===== src/rtl/minibus_decoder_tmo_pkg.sv =====
// Shared types and helpers for the minibus decoder with decode-error and timeout responses.
// States, error codes and the saturating error-counter increment live here.
package minibus_decoder_tmo_pkg;

    typedef enum logic [2:0] {
        IDLE,
        BUSY,
        RESP,
        DERR,
        TERR
    } minibus_dec_state_e;

    typedef enum logic [1:0] {
        OK      = 2'd0,
        SLV_ERR = 2'd1,
        DEC_ERR = 2'd2,
        TMO_ERR = 2'd3
    } minibus_errcode_e;

    localparam int ERR_CNT_W = 16;

    function automatic logic [ERR_CNT_W-1:0] sat_inc(input logic [ERR_CNT_W-1:0] v);
        return (v == {ERR_CNT_W{1'b1}}) ? v : v + ERR_CNT_W'(1);
    endfunction

endpackage


===== src/rtl/minibus_decoder_tmo_if.sv =====
// Minibus connection bundle: core-side request/response plus the broadcast slave-side bus.
// The decoder uses the slave modport; whatever drives it (core and slaves) uses master.
interface minibus_decoder_tmo_if #(
    parameter int SLAVE_COUNT = 4,
    parameter int ADDR_W      = 32,
    parameter int DATA_W      = 32
);
    logic                              m_req_valid;
    logic [ADDR_W-1:0]                 m_req_addr;
    logic                              m_req_wen;
    logic [DATA_W-1:0]                 m_req_wdata;
    logic [DATA_W/8-1:0]               m_req_wstrb;
    logic                              m_res_ready;
    logic [DATA_W-1:0]                 m_res_rdata;
    logic                              m_res_err;
    logic [1:0]                        m_res_errcode;

    logic [SLAVE_COUNT-1:0]            s_sel;
    logic [ADDR_W-1:0]                 s_req_addr;
    logic                              s_req_wen;
    logic [DATA_W-1:0]                 s_req_wdata;
    logic [DATA_W/8-1:0]               s_req_wstrb;
    logic [SLAVE_COUNT-1:0]            s_res_ready;
    logic [SLAVE_COUNT-1:0][DATA_W-1:0] s_res_rdata;
    logic [SLAVE_COUNT-1:0]            s_res_err;

    modport slave (
        input  m_req_valid, m_req_addr, m_req_wen, m_req_wdata, m_req_wstrb,
        output m_res_ready, m_res_rdata, m_res_err, m_res_errcode,
        output s_sel, s_req_addr, s_req_wen, s_req_wdata, s_req_wstrb,
        input  s_res_ready, s_res_rdata, s_res_err
    );

    modport master (
        output m_req_valid, m_req_addr, m_req_wen, m_req_wdata, m_req_wstrb,
        input  m_res_ready, m_res_rdata, m_res_err, m_res_errcode,
        input  s_sel, s_req_addr, s_req_wen, s_req_wdata, s_req_wstrb,
        output s_res_ready, s_res_rdata, s_res_err
    );

endinterface


===== src/rtl/minibus_decoder_tmo_addr_match.sv =====
// Combinational address map compare with lowest-index priority.
// A region with start >= end can never match, which is how regions are disabled.
module minibus_decoder_tmo_addr_match #(
    parameter int SLAVE_COUNT = 4,
    parameter int ADDR_W      = 32,
    parameter int IDX_W       = 2
) (
    input  logic [ADDR_W-1:0]                   addr,
    input  logic [SLAVE_COUNT-1:0][ADDR_W-1:0]  map_start,
    input  logic [SLAVE_COUNT-1:0][ADDR_W-1:0]  map_end,
    output logic                                hit,
    output logic [IDX_W-1:0]                    idx
);

    logic [SLAVE_COUNT-1:0] hit_vec;

    generate
        for (genvar gi = 0; gi < SLAVE_COUNT; gi++) begin : g_cmp
            assign hit_vec[gi] = (addr >= map_start[gi]) && (addr < map_end[gi]);
        end
    endgenerate

    // Scan from the top so the lowest matching index is the one left standing.
    always_comb begin
        hit = |hit_vec;
        idx = '0;
        for (int k = SLAVE_COUNT - 1; k >= 0; k--) begin
            if (hit_vec[k]) begin
                idx = IDX_W'(k);
            end
        end
    end

endmodule


===== src/rtl/minibus_decoder_tmo.sv =====
// Single-master minibus decoder: latches each request, routes it to one slave, and answers
// unmapped addresses and stalled slaves itself with error responses and error statistics.
module minibus_decoder_tmo
    import minibus_decoder_tmo_pkg::*;
#(
    parameter int SLAVE_COUNT    = 4,
    parameter int ADDR_W         = 32,
    parameter int DATA_W         = 32,
    parameter int TIMEOUT_CYCLES = 64
) (
    input  logic                                clk,
    input  logic                                rst,
    minibus_decoder_tmo_if.slave                bus,
    input  logic [SLAVE_COUNT-1:0][ADDR_W-1:0]  map_start,
    input  logic [SLAVE_COUNT-1:0][ADDR_W-1:0]  map_end,
    output logic [ERR_CNT_W-1:0]                err_cnt,
    output logic [ADDR_W-1:0]                   err_addr
);

    localparam int IDX_W   = (SLAVE_COUNT > 1) ? $clog2(SLAVE_COUNT) : 1;
    localparam int STRB_W  = DATA_W / 8;
    localparam int TIMER_W = (TIMEOUT_CYCLES > 0) ? $clog2(TIMEOUT_CYCLES + 1) : 1;

    minibus_dec_state_e     state_reg, state_next;
    logic [IDX_W-1:0]       idx_reg;
    logic [TIMER_W-1:0]     timer_reg;
    logic [ADDR_W-1:0]      req_addr_reg;
    logic                   req_wen_reg;
    logic [DATA_W-1:0]      req_wdata_reg;
    logic [STRB_W-1:0]      req_wstrb_reg;
    logic [DATA_W-1:0]      resp_rdata_reg;
    logic                   resp_err_reg;
    logic                   res_ready_reg;
    logic [DATA_W-1:0]      res_rdata_reg;
    logic                   res_err_reg;
    minibus_errcode_e       res_code_reg;
    logic [ERR_CNT_W-1:0]   err_cnt_reg;
    logic [ADDR_W-1:0]      err_addr_reg;

    logic                   match_hit;
    logic [IDX_W-1:0]       match_idx;
    logic                   accept;
    logic                   sel_ready;
    logic                   tmo_hit;
    logic                   cpl_valid;
    logic                   cpl_err;
    minibus_errcode_e       cpl_code;
    logic [DATA_W-1:0]      cpl_rdata;

    minibus_decoder_tmo_addr_match #(
        .SLAVE_COUNT (SLAVE_COUNT),
        .ADDR_W      (ADDR_W),
        .IDX_W       (IDX_W)
    ) u_addr_match (
        .addr      (bus.m_req_addr),
        .map_start (map_start),
        .map_end   (map_end),
        .hit       (match_hit),
        .idx       (match_idx)
    );

    assign sel_ready = bus.s_res_ready[idx_reg];

    generate
        if (TIMEOUT_CYCLES > 0) begin : g_tmo
            assign tmo_hit = (timer_reg == TIMER_W'(TIMEOUT_CYCLES - 1));
        end else begin : g_no_tmo
            assign tmo_hit = 1'b0;
        end
    endgenerate

    always_ff @(posedge clk) begin
        if (rst) begin
            state_reg <= IDLE;
        end else begin
            state_reg <= state_next;
        end
    end

    // The cycle carrying m_res_ready still sees the old valid, so acceptance waits one cycle.
    always_comb begin
        state_next = state_reg;
        accept     = 1'b0;
        cpl_valid  = 1'b0;
        cpl_err    = 1'b0;
        cpl_code   = OK;
        cpl_rdata  = '0;
        unique case (state_reg)
            IDLE: begin
                if (bus.m_req_valid && !res_ready_reg) begin
                    accept     = 1'b1;
                    state_next = match_hit ? BUSY : DERR;
                end
            end
            BUSY: begin
                if (sel_ready) begin
                    state_next = RESP;
                end else if (tmo_hit) begin
                    state_next = TERR;
                end
            end
            RESP: begin
                cpl_valid  = 1'b1;
                cpl_err    = resp_err_reg;
                cpl_code   = resp_err_reg ? SLV_ERR : OK;
                cpl_rdata  = resp_rdata_reg;
                state_next = IDLE;
            end
            DERR: begin
                cpl_valid  = 1'b1;
                cpl_err    = 1'b1;
                cpl_code   = DEC_ERR;
                state_next = IDLE;
            end
            TERR: begin
                cpl_valid  = 1'b1;
                cpl_err    = 1'b1;
                cpl_code   = TMO_ERR;
                state_next = IDLE;
            end
            default: state_next = IDLE;
        endcase
    end

    always_ff @(posedge clk) begin
        if (rst) begin
            idx_reg        <= '0;
            timer_reg      <= '0;
            req_addr_reg   <= '0;
            req_wen_reg    <= 1'b0;
            req_wdata_reg  <= '0;
            req_wstrb_reg  <= '0;
            resp_rdata_reg <= '0;
            resp_err_reg   <= 1'b0;
            res_ready_reg  <= 1'b0;
            res_rdata_reg  <= '0;
            res_err_reg    <= 1'b0;
            res_code_reg   <= OK;
            err_cnt_reg    <= '0;
            err_addr_reg   <= '0;
        end else begin
            if (accept) begin
                idx_reg       <= match_idx;
                req_addr_reg  <= bus.m_req_addr;
                req_wen_reg   <= bus.m_req_wen;
                req_wdata_reg <= bus.m_req_wdata;
                req_wstrb_reg <= bus.m_req_wstrb;
            end
            // Held at zero outside BUSY so every transaction starts counting from zero.
            timer_reg <= (state_reg == BUSY) ? timer_reg + TIMER_W'(1) : '0;
            if (state_reg == BUSY && sel_ready) begin
                resp_rdata_reg <= bus.s_res_rdata[idx_reg];
                resp_err_reg   <= bus.s_res_err[idx_reg];
            end
            res_ready_reg <= cpl_valid;
            res_rdata_reg <= cpl_rdata;
            res_err_reg   <= cpl_err;
            res_code_reg  <= cpl_code;
            if (cpl_valid && cpl_err) begin
                err_cnt_reg  <= sat_inc(err_cnt_reg);
                err_addr_reg <= req_addr_reg;
            end
        end
    end

    generate
        for (genvar gi = 0; gi < SLAVE_COUNT; gi++) begin : g_sel
            assign bus.s_sel[gi] = (state_reg == BUSY) && (idx_reg == IDX_W'(gi));
        end
    endgenerate

    assign bus.s_req_addr    = req_addr_reg;
    assign bus.s_req_wen     = req_wen_reg;
    assign bus.s_req_wdata   = req_wdata_reg;
    assign bus.s_req_wstrb   = req_wstrb_reg;
    assign bus.m_res_ready   = res_ready_reg;
    assign bus.m_res_rdata   = res_rdata_reg;
    assign bus.m_res_err     = res_err_reg;
    assign bus.m_res_errcode = res_code_reg;
    assign err_cnt           = err_cnt_reg;
    assign err_addr          = err_addr_reg;

endmodule


===== src/flat_wrapper.sv =====
// flat-port wrapper written by rule: the top's interface ports become plain ports
module minibus_decoder_tmo_flat import minibus_decoder_tmo_pkg::*;
#(
    parameter int SLAVE_COUNT    = 4,
    parameter int ADDR_W         = 32,
    parameter int DATA_W         = 32,
    parameter int TIMEOUT_CYCLES = 64
)
  (clk, rst, map_start, map_end, err_cnt, err_addr, bus_m_req_valid, bus_m_req_addr, bus_m_req_wen, bus_m_req_wdata, bus_m_req_wstrb, bus_m_res_ready, bus_m_res_rdata, bus_m_res_err, bus_m_res_errcode, bus_s_sel, bus_s_req_addr, bus_s_req_wen, bus_s_req_wdata, bus_s_req_wstrb, bus_s_res_ready, bus_s_res_rdata, bus_s_res_err);
  minibus_decoder_tmo_if #(.SLAVE_COUNT(SLAVE_COUNT), .ADDR_W(ADDR_W), .DATA_W(DATA_W)) bus_i ();
  input  logic clk;
  input  logic rst;
  input  logic [SLAVE_COUNT-1:0][ADDR_W-1:0] map_start;
  input  logic [SLAVE_COUNT-1:0][ADDR_W-1:0] map_end;
  output logic [ERR_CNT_W-1:0] err_cnt;
  output logic [ADDR_W-1:0] err_addr;
  input wire logic [$bits(bus_i.m_req_valid)-1:0] bus_m_req_valid;
  input wire logic [$bits(bus_i.m_req_addr)-1:0] bus_m_req_addr;
  input wire logic [$bits(bus_i.m_req_wen)-1:0] bus_m_req_wen;
  input wire logic [$bits(bus_i.m_req_wdata)-1:0] bus_m_req_wdata;
  input wire logic [$bits(bus_i.m_req_wstrb)-1:0] bus_m_req_wstrb;
  output wire logic [$bits(bus_i.m_res_ready)-1:0] bus_m_res_ready;
  output wire logic [$bits(bus_i.m_res_rdata)-1:0] bus_m_res_rdata;
  output wire logic [$bits(bus_i.m_res_err)-1:0] bus_m_res_err;
  output wire logic [$bits(bus_i.m_res_errcode)-1:0] bus_m_res_errcode;
  output wire logic [$bits(bus_i.s_sel)-1:0] bus_s_sel;
  output wire logic [$bits(bus_i.s_req_addr)-1:0] bus_s_req_addr;
  output wire logic [$bits(bus_i.s_req_wen)-1:0] bus_s_req_wen;
  output wire logic [$bits(bus_i.s_req_wdata)-1:0] bus_s_req_wdata;
  output wire logic [$bits(bus_i.s_req_wstrb)-1:0] bus_s_req_wstrb;
  input wire logic [$bits(bus_i.s_res_ready)-1:0] bus_s_res_ready;
  input wire logic [$bits(bus_i.s_res_rdata)-1:0] bus_s_res_rdata;
  input wire logic [$bits(bus_i.s_res_err)-1:0] bus_s_res_err;
  assign bus_i.m_req_valid = bus_m_req_valid;
  assign bus_i.m_req_addr = bus_m_req_addr;
  assign bus_i.m_req_wen = bus_m_req_wen;
  assign bus_i.m_req_wdata = bus_m_req_wdata;
  assign bus_i.m_req_wstrb = bus_m_req_wstrb;
  assign bus_m_res_ready = bus_i.m_res_ready;
  assign bus_m_res_rdata = bus_i.m_res_rdata;
  assign bus_m_res_err = bus_i.m_res_err;
  assign bus_m_res_errcode = bus_i.m_res_errcode;
  assign bus_s_sel = bus_i.s_sel;
  assign bus_s_req_addr = bus_i.s_req_addr;
  assign bus_s_req_wen = bus_i.s_req_wen;
  assign bus_s_req_wdata = bus_i.s_req_wdata;
  assign bus_s_req_wstrb = bus_i.s_req_wstrb;
  assign bus_i.s_res_ready = bus_s_res_ready;
  assign bus_i.s_res_rdata = bus_s_res_rdata;
  assign bus_i.s_res_err = bus_s_res_err;
  minibus_decoder_tmo #(.SLAVE_COUNT(SLAVE_COUNT), .ADDR_W(ADDR_W), .DATA_W(DATA_W), .TIMEOUT_CYCLES(TIMEOUT_CYCLES)) u_core (.clk(clk), .rst(rst), .bus(bus_i), .map_start(map_start), .map_end(map_end), .err_cnt(err_cnt), .err_addr(err_addr));
endmodule

===== config.mk =====
export PLATFORM = sky130hd
export DESIGN_NAME = minibus_decoder_tmo_flat
export DESIGN_NICKNAME = d
export VERILOG_FILES = /design/src/rtl/minibus_decoder_tmo_pkg.sv /design/src/rtl/minibus_decoder_tmo_if.sv /design/src/rtl/minibus_decoder_tmo_addr_match.sv /design/src/rtl/minibus_decoder_tmo.sv /design/src/flat_wrapper.sv
export SDC_FILE = /design/constraint.sdc
export NUM_CORES = 1
export LEC_CHECK = 0
export ABC_AREA = 1
export BUFFER_PORTS_ARGS = -buffer_cell sky130_fd_sc_hd__buf_2
export CAP_MARGIN = 20
export CORE_AREA = 2 2 244 246
export DETAILED_ROUTE_END_ITERATION = 6
export DIE_AREA = 0 0 246 248
export GPL_TIMING_DRIVEN = 0
export PLACE_DENSITY = 0.46
export SETUP_SLACK_MARGIN = 0.15
export SLEW_MARGIN = 25
export SYNTH_ARGS = -nofsm -noshare
export SYNTH_HDL_FRONTEND = slang
export SYNTH_SLANG_ARGS = --single-unit

===== constraint.sdc =====
create_clock -name clk -period 1.97 [get_ports clk]
set_input_delay 0.591 -clock clk [delete_from_list [all_inputs] [get_ports clk]]
set_output_delay 0.591 -clock clk [all_outputs]
set_load 0.1 [all_outputs]

==> out/results.ini, run 1 <==
[worst_setup_path]
critPathArrivalTime_ps = 1720
rrSetupSlack_ps = -60
end_kind = output pin
reg2reg_to = u_core.bus.s_req_wdata[10]
startpoint_type = register
path_cells = inv_2, nor3_4, inv_4, nor3_4, buf_12
critical-path-max-stage-delay_ps = 340
r2r-start = u_core.idx_reg[1]
crit_path_top_delay_cell = dfxtp_2
reg2reg_depth = 13
crit_path_frequent_cell = nor3_4
path_class = register to output pin
required_ps = 1380
cp_max_fo = 5

[yosys]
synth_cell_types = 38
postSynthCellCount = 1986
synth_area_per_cell_sq_um = 7.07
synth_warnings = 0
ys_top_cells_by_area = dfxtp_1 (28%), ha_1 (23%), inv_1 (9.5%)
yosysTopAreaCellShare_pct = 28.2
async_reset_ff_share_pct = 0
synth_area_sq_um = 14000
synthMuxAreaShare_pct = 0
synthAdderAreaFrac_pct = 22.6
synth_ff_type = dfxtp_1
synth_seq_cells = 198
synth_edf_count = 0
synth_xor_area_share_pct = 0.0624
syn-num-nets = 2704
ys_seq_area_share_pct = 28.2
synth_top_family_by_area = adder cells
synth-simple-area-share_pct = 19.3
synth_compound_area_share_pct = 17.8
synth_area_leader_cell = dfxtp_1

[hold_path]
hold_path.class = input port to register
min_to = u_core.bus.s_req_wdata[6]
min_path_cells = 3
hold_start = bus_m_req_wdata[6]

[grt]
grt_pass1_vias = 14900
grt.overflow.total = 0
grt_pass1_wl_microns = 86100
grt_max_degree = 17
grt_use_total_pct = 18.8
antenna_found_initial = 16

[die]
die_h_microns = 248
fp-row-count = 89
ios = 621
die_area_sq_um = 61000
start_util_pct = 24.0
coreArea_sq_um = 58500
die-width_microns = 246

[placed_design]
routabilityCongestion = 0.917
dp_hpwl_microns = 50000
port_buffers = 620

[drt]
viasPerCell = 4.52
drt-pass1-iter-count = 5
vias = 15700
first_iter_violations = 580
routed_wl_microns = 61700
drc = 0
ant_nets = 0
wl_per_cell_microns = 17.8

[timing]
setup_slack_ps = -344
setup_violations = 62
hold_violations = 0
finClkSkew_ps = 12.0
worstMarginPinSlew_ps = 757
hold_slack_ps = 344
rsz0062_at_grt = yes
fmax_mhz = 432
period_needed_ps = 2310
post-route-period-util_pct = 117
finalMaxSlewViolations = 0
fin_tns_setup_ps = -3150
slew_headroom_pct = 49.5

[power]
p_per_area_nw_per_um2 = 1080
total_power_uw = 23600
power.leakage_uw = 0.0110
ir_worst_vdd_mv = 0.724

[clocking]
cts_root_buf = clkbuf_16
cts_tree = done
clockBufferDepth = 2
clock-sinks = 198
clk_pin_slew_ps = 80
postCtsHoldBufs = 0
insertion_delay_ps = 460
cts_buffers = 17
htreeDepth = 4

[cells_and_area]
drive_gt1_share_pct = 38.9
syn2layout_area_growth_pct = 55.5
utilization_pct = 37.4
n_fill_cell = 6210
finalNetCount = 3388

[outcome]
violations = negative setup slack
status = complete, but fails checks

[run]
drv_cap = 0

routing by layer:
| metal | vias to the layer above | part of all wire (%) | GRT usage (%) |
|---|---|---|---|
| met1 | 7223 | 39 | 21.0 |
| li1 | 7903 | - | - |
| met2 | 435 | 51 | 34.5 |
| met4 | 16 | 2.7 | 6.54 |
| met5 | - | 0.19 | 0 |
| met3 | 85 | 6.2 | 4.61 |
worst max-delay path, delay by kind of cell, from the launching register on:
kind | cells | cell delay (ps)
buffers and inverters | 3 | 360
flip-flops | 1 | 340
AND/OR/NAND/NOR | 2 | 550
per-stage QoR:
step / std cells / setup WS, ps / cell area (sq um)
finish: 3464 / -344 / 21800
global route: 3462 / -405 / 21800
CTS: 3431 / -390 / 19700
detailed placement: 3379 / -963 / 18300
global placement: 3379 / -966 / 18300
floorplan: 1986 / -149 / 14200
cell usage after synthesis, drive strengths merged (5+ instances only):
cell type  instances
o21ai            148
a21oi            202
nor3              21
nor4               7
dfxtp            198
a221oi            33
o21a               8
clkbuf            37
nand2            316
a22o              33
a21o               5
buf               25
nor3b              5
ha               254
nor2             265
inv              366
nand3             28
nand4             20
o211ai             6
cells in the final DEF (no fill, tap or decap), types with 9 or more instances in the layout:
master	instances
buf_8	13
nor2_4	17
a221oi_1	15
nand4_1	20
dfxtp_1	171
a21oi_2	20
ha_4	53
buf_12	15
a221oi_2	17
dfxtp_2	15
clkbuf_4	93
clkbuf_16	22
inv_1	344
nor3_1	9
o21ai_2	59
buf_4	86
buf_2	447
nand3_1	18
dfxtp_4	12
nor2_1	225
inv_2	14
nand2_2	30
nor2_2	23
a22o_1	33
clkbuf_1	22
ha_1	199
a21oi_1	182
o21ai_0	44
nand2_1	276
buf_6	34
o21ai_1	45
what timing repair did:
item                                    4_1_cts  5_1_grt
pin swaps                                    23       81
endpoints found under the setup margin      286      245
gates resized for setup                     184      488
cloned                                        3        5
setup buffers                                17       22
report_power, final:
group	leakage, uW	internal, uW	total (uW)	switching (uW)
clock	0.000292	1980	3620	1640
sequential	0.00163	4870	5570	697
combinational	0.00906	4870	14400	9530
total	0.0110	11700	23600	11900
final cells by class:
| type | count | area [sq um] | share of cell area [%] |
|---|---|---|---|
| multi-input combinational | 1360 | 10000 | 45.9 |
| antenna | 8 | 20.0 | 0.0916 |
| inverter | 366 | 1420 | 6.49 |
| buffer | 60 | 480 | 2.20 |
| clock inverter | 10 | 120 | 0.550 |
| timing repair buffer | 666 | 4290 | 19.6 |
| tap | 773 | 967 | 4.43 |
| clock buffer | 22 | 474 | 2.17 |
| sequential | 198 | 4030 | 18.4 |
| timing repair inverter | 1 | 20.0 | 0.0916 |
kinds of logic after synthesis:
family,Yosys count
AND/OR/NAND/NOR,667
flip-flops,198
adder cells (fa/ha/maj),254
XOR/XNOR,1
AO/OA/AOI/OAI,438
buffers and inverters,428
worst max path at each step:
stage | start | end | slack, ps
global placement | bus_m_req_addr[0] | u_core.state_reg[1] | -970
global route | u_core.state_reg[0] | bus_s_sel[0] | -400
floorplan | u_core.state_reg[2] | bus_s_sel[0] | -150
CTS | u_core.state_reg[0] | bus_s_sel[0] | -390
finish | u_core.state_reg[0] | bus_s_sel[0] | -340
detailed placement | bus_m_req_addr[0] | u_core.state_reg[1] | -960
Power figures use the tool's default switching activity.
==> run 2: changes to the inputs <==
- CORE_AREA: 2 2 244 246 -> 2 2 239 241
- DIE_AREA: 0 0 246 248 -> 0 0 241 243
- PLACE_DENSITY: 0.46 -> 0.49
- SYNTH_HIERARCHICAL: default -> 1
==> run 2 against run 1 <==
Against the previous run: the run still ends with negative setup slack left; clock power shrank 4%; first-iteration DRC count is 7.2% higher; flip-flop and latch count unchanged; core utilization is 1.1 points higher; non-clock buffer count fell by 5; critical endpoint is now bus_s_sel[1]; largest cell class unchanged.
==> out/results.ini, run 2 <==
[outcome]
status = complete, but fails checks
violations = negative setup slack

[placed_design]
dp.cells = 3566
dp_hpwl_microns = 51900
port_buffers = 619
routabilityCongestion = 0.927
post-place-ws_ps = -1110

[timing]
setup_slack_ps = -190
slew_headroom_pct = 48.3
fin_tns_setup_ps = -1130
hold_slack_ps = 387
post-route-period-util_pct = 110
period_needed_ps = 2160
finalMaxSlewViolations = 0
hold_violations = 0
rsz0062_at_grt = yes
finClkSkew_ps = 19.9
setup_violations = 7
fmax_mhz = 463
worstMarginPinSlew_ps = 775

[yosys]
synth_cell_types = 45
yosysTopAreaCellShare_pct = 27.0
postSynthCellCount = 2191
synth_xor_area_share_pct = 0.417
synth_edf_count = 0
ys_seq_area_share_pct = 27.0
synth_ff_type = dfxtp_1
synth_common_cells = nand2_1 (426), inv_1 (354), nor2_1 (338)
synth-simple-area-share_pct = 27.7
post-synth-top-count-cell = nand2_1
synth_warnings = 6
synth_area_per_cell_sq_um = 6.71
synthMuxAreaShare_pct = 0
synthAdderAreaFrac_pct = 21.6
synth_area_leader_cell = dfxtp_1
syn-num-nets = 2909
synth_top_family_by_area = simple AND/OR/NAND/NOR gates
ys_top_cells_by_area = dfxtp_1 (27%), ha_1 (22%), nand2_1 (11%)
synth_compound_area_share_pct = 11.8
synth_area_sq_um = 14700
synth_seq_cells = 198
async_reset_ff_share_pct = 0

[drt]
wl_per_cell_microns = 17.4
first_iter_violations = 622
routed_wl_microns = 63200
drt-pass1-iter-count = 5
drc = 0
ant_nets = 0
viasPerCell = 4.53
vias = 16500

[clocking]
clk_pin_slew_ps = 80
insertion_delay_ps = 450
postCtsHoldBufs = 0
htreeDepth = 4
clockBufferDepth = 2
cts_buffers = 17
clock-sinks = 198
cts_tree = done
cts_root_buf = clkbuf_16

[worst_setup_path]
critPathTopFamily = buffers and inverters
critPathArrivalTime_ps = 1570
crit_path_top_delay_cell = dfxtp_2
cp_max_fo = 3
startpoint_type = register
critical-path-max-stage-delay_ps = 320
crit_buf_inv = 4
required_ps = 1380
path_class = register to output pin
end_kind = output pin
path_cells = buf_6, nor3_4, inv_4, buf_12, nor2_4, buf_12
crit_path_frequent_cell = buf_12

[grt]
grt_max_degree = 18
grt_pass1_vias = 16300
grt_pass1_wl_microns = 90400
antenna_found_initial = 25
grt_use_total_pct = 20.5
grt.overflow.total = 0

[die]
coreArea_sq_um = 56000
die_h_microns = 243
fp-row-count = 87
ios = 621
die-width_microns = 241
die_area_sq_um = 58600
start_util_pct = 26.3

[cells_and_area]
drive_gt1_share_pct = 33.1
n_fill_cell = 6015
syn2layout_area_growth_pct = 46.5
layout_common_cells = buf_2 (475), nand2_1 (393), inv_1 (326), nor2_1 (319), ha_1 (203)
final_common_cell = buf_2
finalNetCount = 3579
fin_cells = 3642

[hold_path]
hold_path.class = input port to register

[run]
drv_cap = 0

[power]
power.leakage_uw = 0.0111
ir_worst_vdd_mv = 0.691
p_per_area_nw_per_um2 = 986

run 2: changes by cell type after synthesis, moves of 33 or more:
cell      change
a221oi_1     -33
nand3_1      +73
nand2_1     +112
a21oi_1      -37
a22o_1       -33
nor2_1       +76
nand4_1      +34
o21ai_1      -69
o21ai_0      +62
run 2: cells by family (layout without fill, tap and decap cells):
group                    Yosys count  after routing
AO/OA/AOI/OAI                    333            333
XOR/XNOR                           7              7
adder cells (fa/ha/maj)          254            254
buffers and inverters            437           1118
flip-flops                       198            198
other                              0             14
AND/OR/NAND/NOR                  962            962
run 2: what timing repair did:
action | in CTS | in global routing
pin swaps | 43 | 60
buffers inserted | 27 | 5
endpoints found under the setup margin | 171 | 135
resized for setup | 312 | 140
run 2: worst register-to-register path, delay by kind of cell (launching register included):
| family | cells | cell delay (ps) |
|---|---|---|
| flip-flops | 1 | 320 |
| buffers and inverters | 4 | 680 |
| AO/OA/AOI/OAI | 1 | 250 |
| AND/OR/NAND/NOR | 3 | 370 |
run 2: worst paths after layout:
path,from,to,slack [ps],cells after the start
setup reg to reg,u_core/state_reg[1],u_core/bus.s_req_wdata[24],250,8
setup / recovery,u_core/state_reg[1],bus_s_sel[1],-190,6
hold / removal,bus_m_req_wdata[30],u_core/bus.s_req_wdata[30],390,3
hold reg to reg,u_core/resp_rdata_reg[20],u_core/bus.m_res_rdata[20],420,2
run 2: layout make-up:
class                   count  area (sq um)  share of cell area (%)
clock inverters            10          97.6                   0.453
inverters                 367          1400                    6.47
well taps                 756           946                    4.39
flip-flops and latches    198          4000                    18.6
repair buffers            651          4090                    19.0
diodes                     14          35.0                   0.163
clock buffers              20           468                    2.17
plain buffers              70           388                    1.80
multi-input cells        1556         10100                    47.0
run 2: power breakdown:
part	internal (uW)	switching, uW
combinational	3220	9140
clock	1850	1610
sequential	4820	606
total	9900	11400
run 2: through the flow:
stage	power (uW)	utilization, %	cell area [sq um]
6_report	21200	38.5	21500
5_1_grt	22500	38.5	21500
4_1_cts	21200	37.4	20900
3_5_place_dp	16900	34.0	19000
3_3_place_gp	16700	34.0	19000
2_1_floorplan	13800	-	15000
run 2: layer usage:
metal	global-route usage, %	wire (microns)
met1	21.7	24600
met2	38.3	32200
met3	5.50	4490
met4	7.24	1810
met5	0	155
==> run 3: changes to the inputs <==
- CELL_PAD_IN_SITES_DETAIL_PLACEMENT: default -> 0
- CELL_PAD_IN_SITES_GLOBAL_PLACEMENT: default -> 1
- CORE_AREA: 2 2 239 241 -> 2 2 238 240
- DIE_AREA: 0 0 241 243 -> 0 0 240 242
- PLACE_DENSITY: 0.49 -> 0.68
==> run 3 against run 2 <==
Against the previous run: the run still ends with negative setup slack left; flip-flop and latch count stayed put; non-clock buffer count rose by 8; final cell count rose by 0.14%; sequential power is 0.7% lower; clock-buffer cell count down 1; critical path depth decreased by 1; combinational power barely moved; sequential share of layout area barely moved; cell area is 0.21% higher; via count increased by 0.75%; total power rose by 2.7%; critical path type unchanged.
==> out/results.ini, run 3 (synthesis results as in run 2) <==
[timing]
finClkSkew_ps = 9.38
period_needed_ps = 2150
rsz0062_at_grt = yes
post-route-period-util_pct = 109
setup_violations = 7
fmax_mhz = 464
worstMarginPinSlew_ps = 857
setup_slack_ps = -183
slew_headroom_pct = 42.9
hold_violations = 0
finalMaxSlewViolations = 0

[cells_and_area]
syn2layout_area_growth_pct = 46.8
layout_common_cells = buf_2 (476), nand2_1 (397), inv_1 (327), nor2_1 (318), ha_1 (206)
fin_area_sq_um = 21600
finalNetCount = 3587
drive_gt1_share_pct = 33.1
final_common_cell = buf_2
fin_cells = 3647

[clocking]
clockBufferDepth = 2
insertion_delay_ps = 450
postCtsHoldBufs = 0
cts_buffers = 17
htreeDepth = 4
cts_root_buf = clkbuf_16
clk_pin_slew_ps = 70
clock-sinks = 198
cts_tree = done

[die]
fp-row-count = 87
coreArea_sq_um = 55700
start_util_pct = 26.4
ios = 621
die_area_sq_um = 58100
die_h_microns = 242
die-width_microns = 240

[grt]
grt.overflow.total = 0
grt_pass1_wl_microns = 93500
grt_pass1_vias = 16800
grt_max_degree = 17
antenna_found_initial = 27
grt_use_total_pct = 21.2

[hold_path]
min_to = u_core/bus.s_req_wstrb[2]
min_path_cells = 3
hold_path.class = input port to register
hold_start = bus_m_req_wstrb[2]

[worst_setup_path]
path_class = register to output pin
required_ps = 1380
rrSetupSlack_ps = 190
critPathArrivalTime_ps = 1560
startpoint_type = register
reg2reg_to = u_core/resp_rdata_reg[10]
r2r-start = u_core/idx_reg[0]
reg2reg_depth = 7
cp_max_fo = 4
end_kind = output pin

[outcome]
violations = negative setup slack
status = complete, but fails checks

[placed_design]
port_buffers = 619
dp.cells = 3566
routabilityCongestion = 0.893
dp_hpwl_microns = 52700
dpl_cell_area_sq_um = 19000

[power]
power.leakage_uw = 0.0112
total_power_uw = 21800
p_per_area_nw_per_um2 = 1010
ir_worst_vdd_mv = 0.721

[drt]
first_iter_violations = 498
ant_nets = 0
wl_per_cell_microns = 17.5
routed_wl_microns = 63900
viasPerCell = 4.55
drt-pass1-iter-count = 5
vias = 16600
drc = 0

[run]
drv_cap = 0

## run 3: cell types whose count changed in the layout (fill, tap and decap cells not counted), moves of 4 or more
cell	delta
buf_4	+10
nand2_2	-7
buf_12	-5
a21oi_1	+4
buf_6	-4
nand2_1	+4
## run 3: how the worst max path moves through the flow
stage / endpoint / slack [ps] / from / cells past startpoint
floorplan: bus_s_sel[0] / -260 / u_core/state_reg[0] / 4
global placement: u_core/state_reg[1] / -1130 / bus_m_req_addr[13] / 16
detailed placement: u_core/state_reg[1] / -1170 / bus_m_req_addr[15] / 16
CTS: bus_s_sel[0] / -280 / u_core/state_reg[1] / 5
global route: bus_s_sel[2] / -260 / u_core/state_reg[0] / 6
finish: bus_s_sel[0] / -180 / u_core/state_reg[0] / 5
## run 3: critical path, cell delays in order, from the launching register on
cell	delay (ps)
dfxtp_4	360
inv_2	40
nor3_4	210
inv_4	90
nor3_4	220
buf_12	200
## run 3: repair_timing
| action | in CTS | in global routing |
|---|---|---|
| gates resized for setup | 326 | 111 |
| pin swaps | 58 | 42 |
| setup endpoints to repair | 166 | 146 |
| setup buffers | 23 | 17 |
| endpoints found under the hold margin | 0 | 0 |
| gates cloned | 1 | 0 |
## run 3: routing by layer
metal	up-vias	part of all wire [%]	GRT usage, %
li1	8440	-	-
met1	7568	38	21.9
met2	466	52	40.9
met3	101	6.7	5.67
met4	30	2.9	6.80
met5	-	0.26	0
## run 3: report_power, final
part	switching (uW)	internal [uW]
Clock	1640	2200
Sequential	570	4820
Combinational	9290	3310
Total	11500	10300
## run 3: final cells by class
| cell class | count | area, sq um |
|---|---|---|
| buffer | 69 | 399 |
| antenna | 12 | 30.0 |
| fill | 6004 | 34100 |
| tap | 756 | 946 |
| inverter | 367 | 1400 |
| clock inverter | 10 | 168 |
| multi-input combinational | 1556 | 10100 |
| clock buffer | 19 | 454 |
| sequential | 198 | 4000 |
| timing repair buffer | 660 | 4120 |
## run 3: metrics by stage
step | setup TNS (ps) | setup slack (ps) | util, % | hold slack, ps
final | -971 | -183 | 38.7 | 395
after global routing | -1600 | -263 | 38.7 | 380
after CTS | -1290 | -279 | 37.8 | 365
after detailed placement | -15650 | -1170 | 34.1 | 416
after global placement | -12070 | -1130 | 34.1 | 414
after floorplan | -526 | -264 | - | 408
